==> config.mk <==
export PLATFORM = sky130hd
export DESIGN_NAME = seg7_scan_rx
export DESIGN_NICKNAME = d
export VERILOG_FILES = /design/src/rtl/seg7_pkg.sv /design/src/rtl/seg7_pat_decode.sv /design/src/rtl/seg7_scan_rx.sv
export SDC_FILE = /design/constraint.sdc
export NUM_CORES = 1
export LEC_CHECK = 0
export CORE_AREA = 2 2 113 115
export DETAILED_ROUTE_END_ITERATION = 8
export DIE_AREA = 0 0 115 117
export GPL_TIMING_DRIVEN = 0
export PLACE_DENSITY_LB_ADDON = 0.08
export SYNTH_ARGS = -nofsm -noshare
export SYNTH_HDL_FRONTEND = slang
export SYNTH_HIERARCHICAL = 1
export SYNTH_SLANG_ARGS = --single-unit
==> constraint.sdc <==
create_clock -name clk -period 2.61 [get_ports clk]
set_clock_uncertainty 0.1 [all_clocks]
set_input_delay 0.6525 -clock clk [delete_from_list [all_inputs] [get_ports clk]]
set_output_delay 0.6525 -clock clk [all_outputs]
set_load 0.02 [all_outputs]
==> src/rtl/seg7_pkg.sv <==
// Shared definitions for the 3-bit seven-segment display path (encoders and scan reader).
// On the pins every segment line and digit select is active-low (0 = lit / selected).
package seg7_pkg;

  localparam int SEG_A  = 7;
  localparam int SEG_B  = 6;
  localparam int SEG_C  = 5;
  localparam int SEG_D  = 4;
  localparam int SEG_E  = 3;
  localparam int SEG_F  = 2;
  localparam int SEG_G  = 1;
  localparam int SEG_DP = 0;

  // Lit-segment patterns {a,b,c,d,e,f,g}, 1 = lit; the pins carry the inverse.
  localparam logic [6:0] SEG_PAT [0:7] = '{
    7'b1111110,  // 0
    7'b0110000,  // 1
    7'b1101101,  // 2
    7'b1111001,  // 3
    7'b0110011,  // 4
    7'b1011011,  // 5
    7'b1011111,  // 6
    7'b1110000   // 7
  };

  typedef enum logic {
    ST_TRACK = 1'b0,
    ST_HOLD  = 1'b1
  } scan_state_e;

endpackage

==> src/rtl/seg7_pat_decode.sv <==
// Combinational match of a 7-bit lit-segment pattern against the eight 3-bit glyphs.
module seg7_pat_decode
  import seg7_pkg::*;
(
  input  logic [6:0] pat,
  output logic       ok,
  output logic [2:0] val
);

  always_comb begin
    // NOTE: every output gets a default before the loop, so no path leaves it unassigned and no latch is inferred.
    ok  = 1'b0;
    val = 3'd0;
    for (int i = 0; i < 8; i++) begin
      if (pat == SEG_PAT[i]) begin
        ok  = 1'b1;
        val = 3'(i);
      end
    end
  end

endmodule

==> src/rtl/seg7_scan_rx.sv <==
// Scan reader for the multiplexed 7-segment bus: synchronize, stability-filter, decode,
// and keep a per-digit register file with one-cycle update / error strobes.
module seg7_scan_rx
  import seg7_pkg::*;
#(
  parameter int NDIG          = 4,
  parameter int STABLE_CYCLES = 4
) (
  input  logic              clk,
  input  logic              rst_n,
  input  logic [7:0]        seg_in,
  input  logic [NDIG-1:0]   sel_in,
  output logic [3*NDIG-1:0] digit_val,
  output logic [NDIG-1:0]   digit_ok,
  output logic              upd,
  output logic [2:0]        upd_idx,
  output logic              err
);

  localparam int             CW      = $clog2(STABLE_CYCLES + 1);
  localparam logic [CW-1:0]  CNT_MAX = CW'(STABLE_CYCLES);

  logic [7:0]        seg_s1_q, seg_s2_q, seg_prev_q;
  logic [NDIG-1:0]   sel_s1_q, sel_s2_q, sel_prev_q;
  scan_state_e       state_q, state_d;
  logic [CW-1:0]     cnt_q, cnt_d;
  logic [3*NDIG-1:0] val_q, val_d;
  logic [NDIG-1:0]   ok_q, ok_d;
  logic              upd_q, upd_d;
  logic              err_q, err_d;
  logic [2:0]        idx_q, idx_d;

  logic              dec_ok;
  logic [2:0]        dec_val;
  logic              changed, commit, sel_valid;
  logic [NDIG-1:0]   sel_low;
  int                sel_idx;

  // The prev stage holds the value being counted, so a commit always uses the stable word.
  seg7_pat_decode u_dec (
    .pat (~seg_prev_q[7:1]),
    .ok  (dec_ok),
    .val (dec_val)
  );

  always_comb begin
    changed   = {seg_s2_q, sel_s2_q} != {seg_prev_q, sel_prev_q};
    commit    = (state_q == ST_TRACK) && (cnt_q == CNT_MAX);
    sel_low   = ~sel_prev_q;
    sel_valid = (sel_low != '0) && ((sel_low & (sel_low - NDIG'(1))) == '0);
    sel_idx   = 0;
    for (int i = 0; i < NDIG; i++) begin
      if (sel_low[i]) sel_idx = i;
    end
  end

  always_comb begin
    state_d = state_q;
    cnt_d   = cnt_q;
    val_d   = val_q;
    ok_d    = ok_q;
    idx_d   = idx_q;
    upd_d   = 1'b0;
    err_d   = 1'b0;

    if (commit) begin
      state_d = ST_HOLD;
      if (sel_valid) begin
        val_d[3*sel_idx +: 3] = dec_ok ? dec_val : 3'd0;
        ok_d[sel_idx]         = dec_ok;
        idx_d                 = 3'(sel_idx);
        upd_d                 = 1'b1;
        err_d                 = ~dec_ok;
      end
    end

    // A change restarts tracking even on a commit edge; the commit above still lands.
    if (changed) begin
      state_d = ST_TRACK;
      cnt_d   = CW'(1);
    end else if (state_q == ST_TRACK && cnt_q != CNT_MAX) begin
      cnt_d = cnt_q + CW'(1);
    end
  end

  // NOTE: sequential state uses non-blocking assignments so all flops update from pre-edge values.
  always_ff @(posedge clk or negedge rst_n) begin
    if (!rst_n) begin
      seg_s1_q   <= '1;
      seg_s2_q   <= '1;
      seg_prev_q <= '1;
      sel_s1_q   <= '1;
      sel_s2_q   <= '1;
      sel_prev_q <= '1;
      state_q    <= ST_TRACK;
      cnt_q      <= '0;
      val_q      <= '0;
      ok_q       <= '0;
      upd_q      <= 1'b0;
      err_q      <= 1'b0;
      idx_q      <= 3'd0;
    end else begin
      seg_s1_q   <= seg_in;
      seg_s2_q   <= seg_s1_q;
      seg_prev_q <= seg_s2_q;
      sel_s1_q   <= sel_in;
      sel_s2_q   <= sel_s1_q;
      sel_prev_q <= sel_s2_q;
      state_q    <= state_d;
      cnt_q      <= cnt_d;
      val_q      <= val_d;
      ok_q       <= ok_d;
      upd_q      <= upd_d;
      err_q      <= err_d;
      idx_q      <= idx_d;
    end
  end

  assign digit_val = val_q;
  assign digit_ok  = ok_q;
  assign upd       = upd_q;
  assign upd_idx   = idx_q;
  assign err       = err_q;

endmodule
After elaboration in Yosys (flattened, before gate mapping)
Cells that the tools add are included.
Widths: inputs -> output; s select.
{ "classes": {"n_addsub": 3, "n_mul": 1, "order_cmp": 2, "n_eq_ne": 11, "shift": 2, "mux": 31, "n_bitwise": 5, "reduce_logical": 9} }
{ "ops": {"columns": ["operator", "n"], "rows": [
  ["$eq 7x7->1 const B", 6],
  ["$neg 32->33", 1],
  ["$shift 3x33->12 const A", 1],
  ["$shiftx 3x33->12", 1],
  ["$ge 32x1->1 const B", 1],
  ["$lt 32x4->1 const B", 1],
  ["$mul 3x32->32 const A", 1],
  ["$mux 32", 1],
  ["$mux 3", 7],
  ["$mux 1", 17],
  ["$eq 7x6->1 const B", 2],
  ["$bwmux 12", 1],
  ["$ne 12x12->1", 1],
  ["$not 7->7", 1],
  ["$mux 2", 3],
  ["$and 4x4->4", 1],
  ["$bwmux 4", 1],
  ["$logic_and 1x1->1", 4],
  ["$logic_not 4->1", 1],
  ["$not 4->4", 1],
  ["$reduce_bool 2->1", 2],
  ["$reduce_bool 4->1", 1],
  ["$sub 4x1->4 const B", 1],
  ["$add 3x1->3 const B", 1],
  ["5 further kinds", 6]
]} }
{ "totals": {"regBits": 61, "input_bits": 14, "output_inout_bits": 21, "word_cells": 77} }

Depth between registers and ports, before layout
{ "depth": {"ltp_word": 13, "ltp_mapped": 9, "mapped_depth_nobuf": 8} }

Hierarchy
The synthesis kept the hierarchy.
{ "by_module_without_submodules": {"columns": ["mod", "instances", "cells_each", "area_each_um2", "seq_area_each_um2"], "rows": [
  ["seg7_scan_rx", 1, 205, 2557.5, 1546.5],
  ["seg7_pat_decode", 1, 28, 188.9, 0.0]
]} }

Worst setup path after synthesis
Ideal clock, no wire load.
{ "synth_timing": {"kind": "reg2reg", "from": "register seg_prev_q[3]", "to": "register val_q[3], in the netlist digit_val[3]", "setup_ps": 65, "arrival_time_ps": 2349, "t_required_ps": 2445, "setup_slack_ps": 96, "path_stages_with_launch": 10, "n_path_buf": 1, "period_less_slack_ps": 2514, "path_cell_list": "dfstp_2 -> inv_1 -> or4bb_1 -> a31oi_1 -> or3_1 -> clkbuf_1 -> nand3b_1 -> mux2_2 -> nor3_1 -> mux2_2"} }
{ "synth_between": {"elab_chain_len": 13, "elab_cells_between_ends": 27, "cone_classes": "eq/ne (8); shift (1); mux (17); bitwise (1)"} }
{ "synth_rtl": {"columns": ["element", "line_no", "rtl"], "rows": [
  ["start: declaration", "seg7_scan_rx.sv:23", "logic [7:0] seg_s1_q, seg_s2_q, seg_prev_q;"],
  ["start signal: assignment", "seg7_scan_rx.sv:105", "seg_prev_q <= seg_s2_q;"],
  ["$not 7->7 *", "seg7_scan_rx.sv:41", ".pat (~seg_prev_q[7:1]),"],
  ["$eq 7x7->1", "seg7_pat_decode.sv:15", "if (pat == SEG_PAT[i]) begin"],
  ["$mux 1 (7 in a row)", "seg7_pat_decode.sv:15", null],
  ["$mux 1 *", "seg7_pat_decode.sv:15", null],
  ["net dec_ok", "seg7_scan_rx.sv:33", "logic dec_ok;"],
  ["$mux 3 *", "seg7_scan_rx.sv:69", "val_d[3*sel_idx +: 3] = dec_ok ? dec_val : 3'd0;"],
  ["$shiftx 3x33->12 *", "seg7_scan_rx.sv:69", null],
  ["$bwmux 12 *", "seg7_scan_rx.sv:69", null],
  ["end signal: assignment", "seg7_scan_rx.sv:111", "val_q <= val_d;"],
  ["end: declaration", "seg7_scan_rx.sv:27", "logic [3*NDIG-1:0] val_q, val_d;"]
]} }
The timed path passes the listed nets; every way through them passes the cells marked *.
A chain may end at the register's enable or synchronous reset.

Final worst setup path
{ "layout_timing": {"from": "register seg_prev_q[4]", "to": "register val_q[1], in the netlist digit_val[1]"} }
The elaborated chain is that of the path after synthesis.

==> results.md <==
* Status: finished clean
* Die area at around 13000 um2
* Pleak at 1.492 nW
* Fin Hold WS at 0.2531 ns
* GR Overflow Total at 0
* Core area at 12310 um2
* Synth Area in XOR/XNOR at ~4.5%
* Die span in y at 117 um
* Post-Synth Simple-Gate Area at 16.17%
* Vias in the first global route at 1990
* CTS root buf: clkbuf_16
* Drt total wl at slightly above 6000 um
* FFs w/ async S/R, synth at 100.0%
* Filler cells at 1282
* Post-synth top area share at 34.44%
* Final Cell Area at 3686 um2
* Worst EP required at approximately 2.8 ns
* Synthesized area at around 2700 um2
* # diodes at 0
* Post-synthesis cell count at 233
* Largest net degree at the start of global routing at 61
* Slew at the pin closest to its max-slew limit at around 0.77 ns
* Final min period at ~2.6 ns
* Worst R2R Path Depth at 8
* Top cells by area, synth: dfstp_2, dfrtp_1, xor2_1
* Row count at 41
* CTS Sinks at 60
* CTS Buf Count at 9
* Gr usage total at 10.01%
* Hold depth at 0
* Avg Cell Area, Syn at 11.79 um2
* Leading cell types in the layout, fill and taps excluded: dfstp_2, clkdlybuf4s50_1, dfrtp_1
* Post-synthesis mux area share at under 10%
* Synthesized net count at ~260
* Post-Synth Adder-Cell Area at under 10%
* Htree depth at 3
* Number of port buffers at 33
* Peak Freq at around 390 MHz
* Share of cells above drive strength 1 at 34.36%
* Slew Limit Fails at 0
* CP endpoint kind: flip-flop
* Post-synth EDFFs at 0
* Synth area leader: dfstp_2
* Largest family of logic cells by synthesized area: simple AND/OR/NAND/NOR gates
* Max_cap viols at 0
* Seq/Total Area, Yosys at 56.31%
* Reg clk slew, reported paths at approximately 0.060 ns
* Flop2flop setup slack at a little under 0.06 ns
* Placed instance area at 3262 um2
* DRC Markers at 0
* Drt wl/cell at about 14 um
* Worst r2r src: seg_prev_q[4]
* CTS tree: built
* Worst vdd ir at 0.0003168 V
* Setup TNS at 0 ns
* Yosys Warn Count at 6
* Initial Utilization at 22.31%
* Antenna Nets Post-Route at 0
* Dpl hpwl at 4106 um
* Hold path endpoint: seg_s2_q[1]
* Final #Nets at 308
* Final period utilization at a little under 100%
* Clk_lat worst skew at 0.33 ns
* Worst hold start: seg_s1_q[1]
* Max_slew headroom at roughly half
* Crit path DAT at 2.72 ns
* Max clock buf depth at 2
* Ys flop type: dfstp_2
* Pwr Density at 628.6 nW/um2
* First-pass GRT wire length at 10250 um
* DR pass1 iterations at 3
* Final setup viols at 0
* Unrepaired setup endpoints after global routing: true
* Most common library cell in the layout ignoring fill and taps: dfstp_2
* Vias post-DR at 1906
* DR iter-0 viols at between 70 and 80
* Final Hold Vio Count at 0
* Complex-gate fraction of the synthesized area at 9.886%
* Synth Register Bits at 60
* Area delta synth->final at 34.21%
* Num ports at 35
* Worst R2R End: digit_val[1]
* Setup CP Type: reg2reg
* Antenna violations before repair at 0
* Die Wd at 115 um
* Hold crit path type: reg2reg
* Crit start category: flip-flop
* Via/cell ratio at roughly 4.3
* Crit Path Max Fanout at 7
* Last weighted congestion value of the routability-driven placer at 0.7497
* Cell variety after synth at 53
-- worst max-delay path, stage by stage, from the launching register on --
cell        delay, ns
dfstp_2          0.55
clkinvlp_4       0.14
or3b_4           0.40
a211oi_2         0.26
or3_4            0.18
clkbuf_16        0.13
nand2_1          0.12
o32ai_1          0.40
mux2_2           0.22
-- repair_timing --
item,CTS,global route
hold buffers,0,0
buffers inserted,3,6
gates resized for setup,10,5
pin swaps,5,6
setup endpoints to repair,10,7
-- report_power, final --
group          total [mW]  internal (mW)  switching, mW
logic               0.157         0.0644         0.0927
clock network        1.16          0.708          0.454
registers           0.998          0.982         0.0162
total                2.32           1.75          0.563
-- final cells by class --
| cell class | instances | area, um2 | area share, % |
|---|---|---|---|
| Inverter | 17 | 67.56 | 1.833 |
| Sequential cell | 60 | 1546 | 41.96 |
| Multi-Input combinational cell | 147 | 1111 | 30.14 |
| Timing Repair Buffer | 42 | 395.4 | 10.73 |
| Tap cell | 150 | 187.7 | 5.092 |
| Clock buffer | 11 | 254.0 | 6.891 |
| Clock inverter | 5 | 42.54 | 1.154 |
| Buffer | 9 | 81.33 | 2.206 |
-- through the flow --
stage               setup WS (ns)  util (%)  cells  total power, mW
finish                    0.05781     29.94    441            2.317
floorplan                 0.09631         -    233            1.094
global placement           -1.323     26.51    416            1.161
global route             -0.08299     29.94    441            2.441
detailed placement        -0.5652     26.49    416            1.161
CTS                      0.008361     29.43    435            2.359
-- synthesized netlist by cell type (all sizes together) (2+ instances only) --
cell and number:
dfstp 36, clkbuf 2, nor4 5, buf 7, nor3 6, and4b 3
or4bb 2, mux2 10, inv 17, xor2 13, o32a 3, dfrtp 24
nand3b 4, a31oi 3, nand2b 4, o31ai 2, a211oi 3, o41ai 4
a21oi 9, o21ai 5, ha 8, nand2 16, nor2b 3, nand4 8
nor2 10, nand3 3, or3 2, or2 2
-- metal layers --
metal / GRT usage (%) / up-vias / part of all wire [%]
met5: 0 / - / 0
met4: 3.855 / 0 / 1.5
met1: 12.72 / 930 / 47
met3: 3.244 / 7 / 3.8
li1: - / 933 / -
met2: 15.92 / 36 / 47
-- cell families after synthesis --
logic type | Yosys count
and+or+nand+nor | 75
DFF | 60
muxes | 11
adders and majority gates | 8
other | 1
xor gates and xnor gates | 14
buffers and inverters | 26
AOI/OAI and AO/OA | 38
-- sequential cells by signal, summed over array words and instances (netlist names) --
name,flops
cnt_q,3
digit_ok,4
digit_val,12
err,1
seg_prev_q,8
seg_s1_q,8
seg_s2_q,8
sel_prev_q,4
sel_s1_q,4
sel_s2_q,4
state_q,1
upd,1
upd_idx,2
-- worst max path at each step --
stage | end | startpoint | slack, ns | depth (start not counted)
2_1_floorplan | digit_val[3] | seg_prev_q[3] | 0.1 | 9
3_3_place_gp | cnt_q[1] | rst_n | -1.32 | 1
3_5_place_dp | digit_val[3] | seg_prev_q[2] | -0.57 | 9
4_1_cts | digit_val[11] | seg_prev_q[2] | 0.008 | 9
5_1_grt | digit_val[11] | seg_prev_q[4] | -0.08 | 9
6_report | digit_val[1] | seg_prev_q[4] | 0.06 | 8
Power figures use the tool's default switching activity.
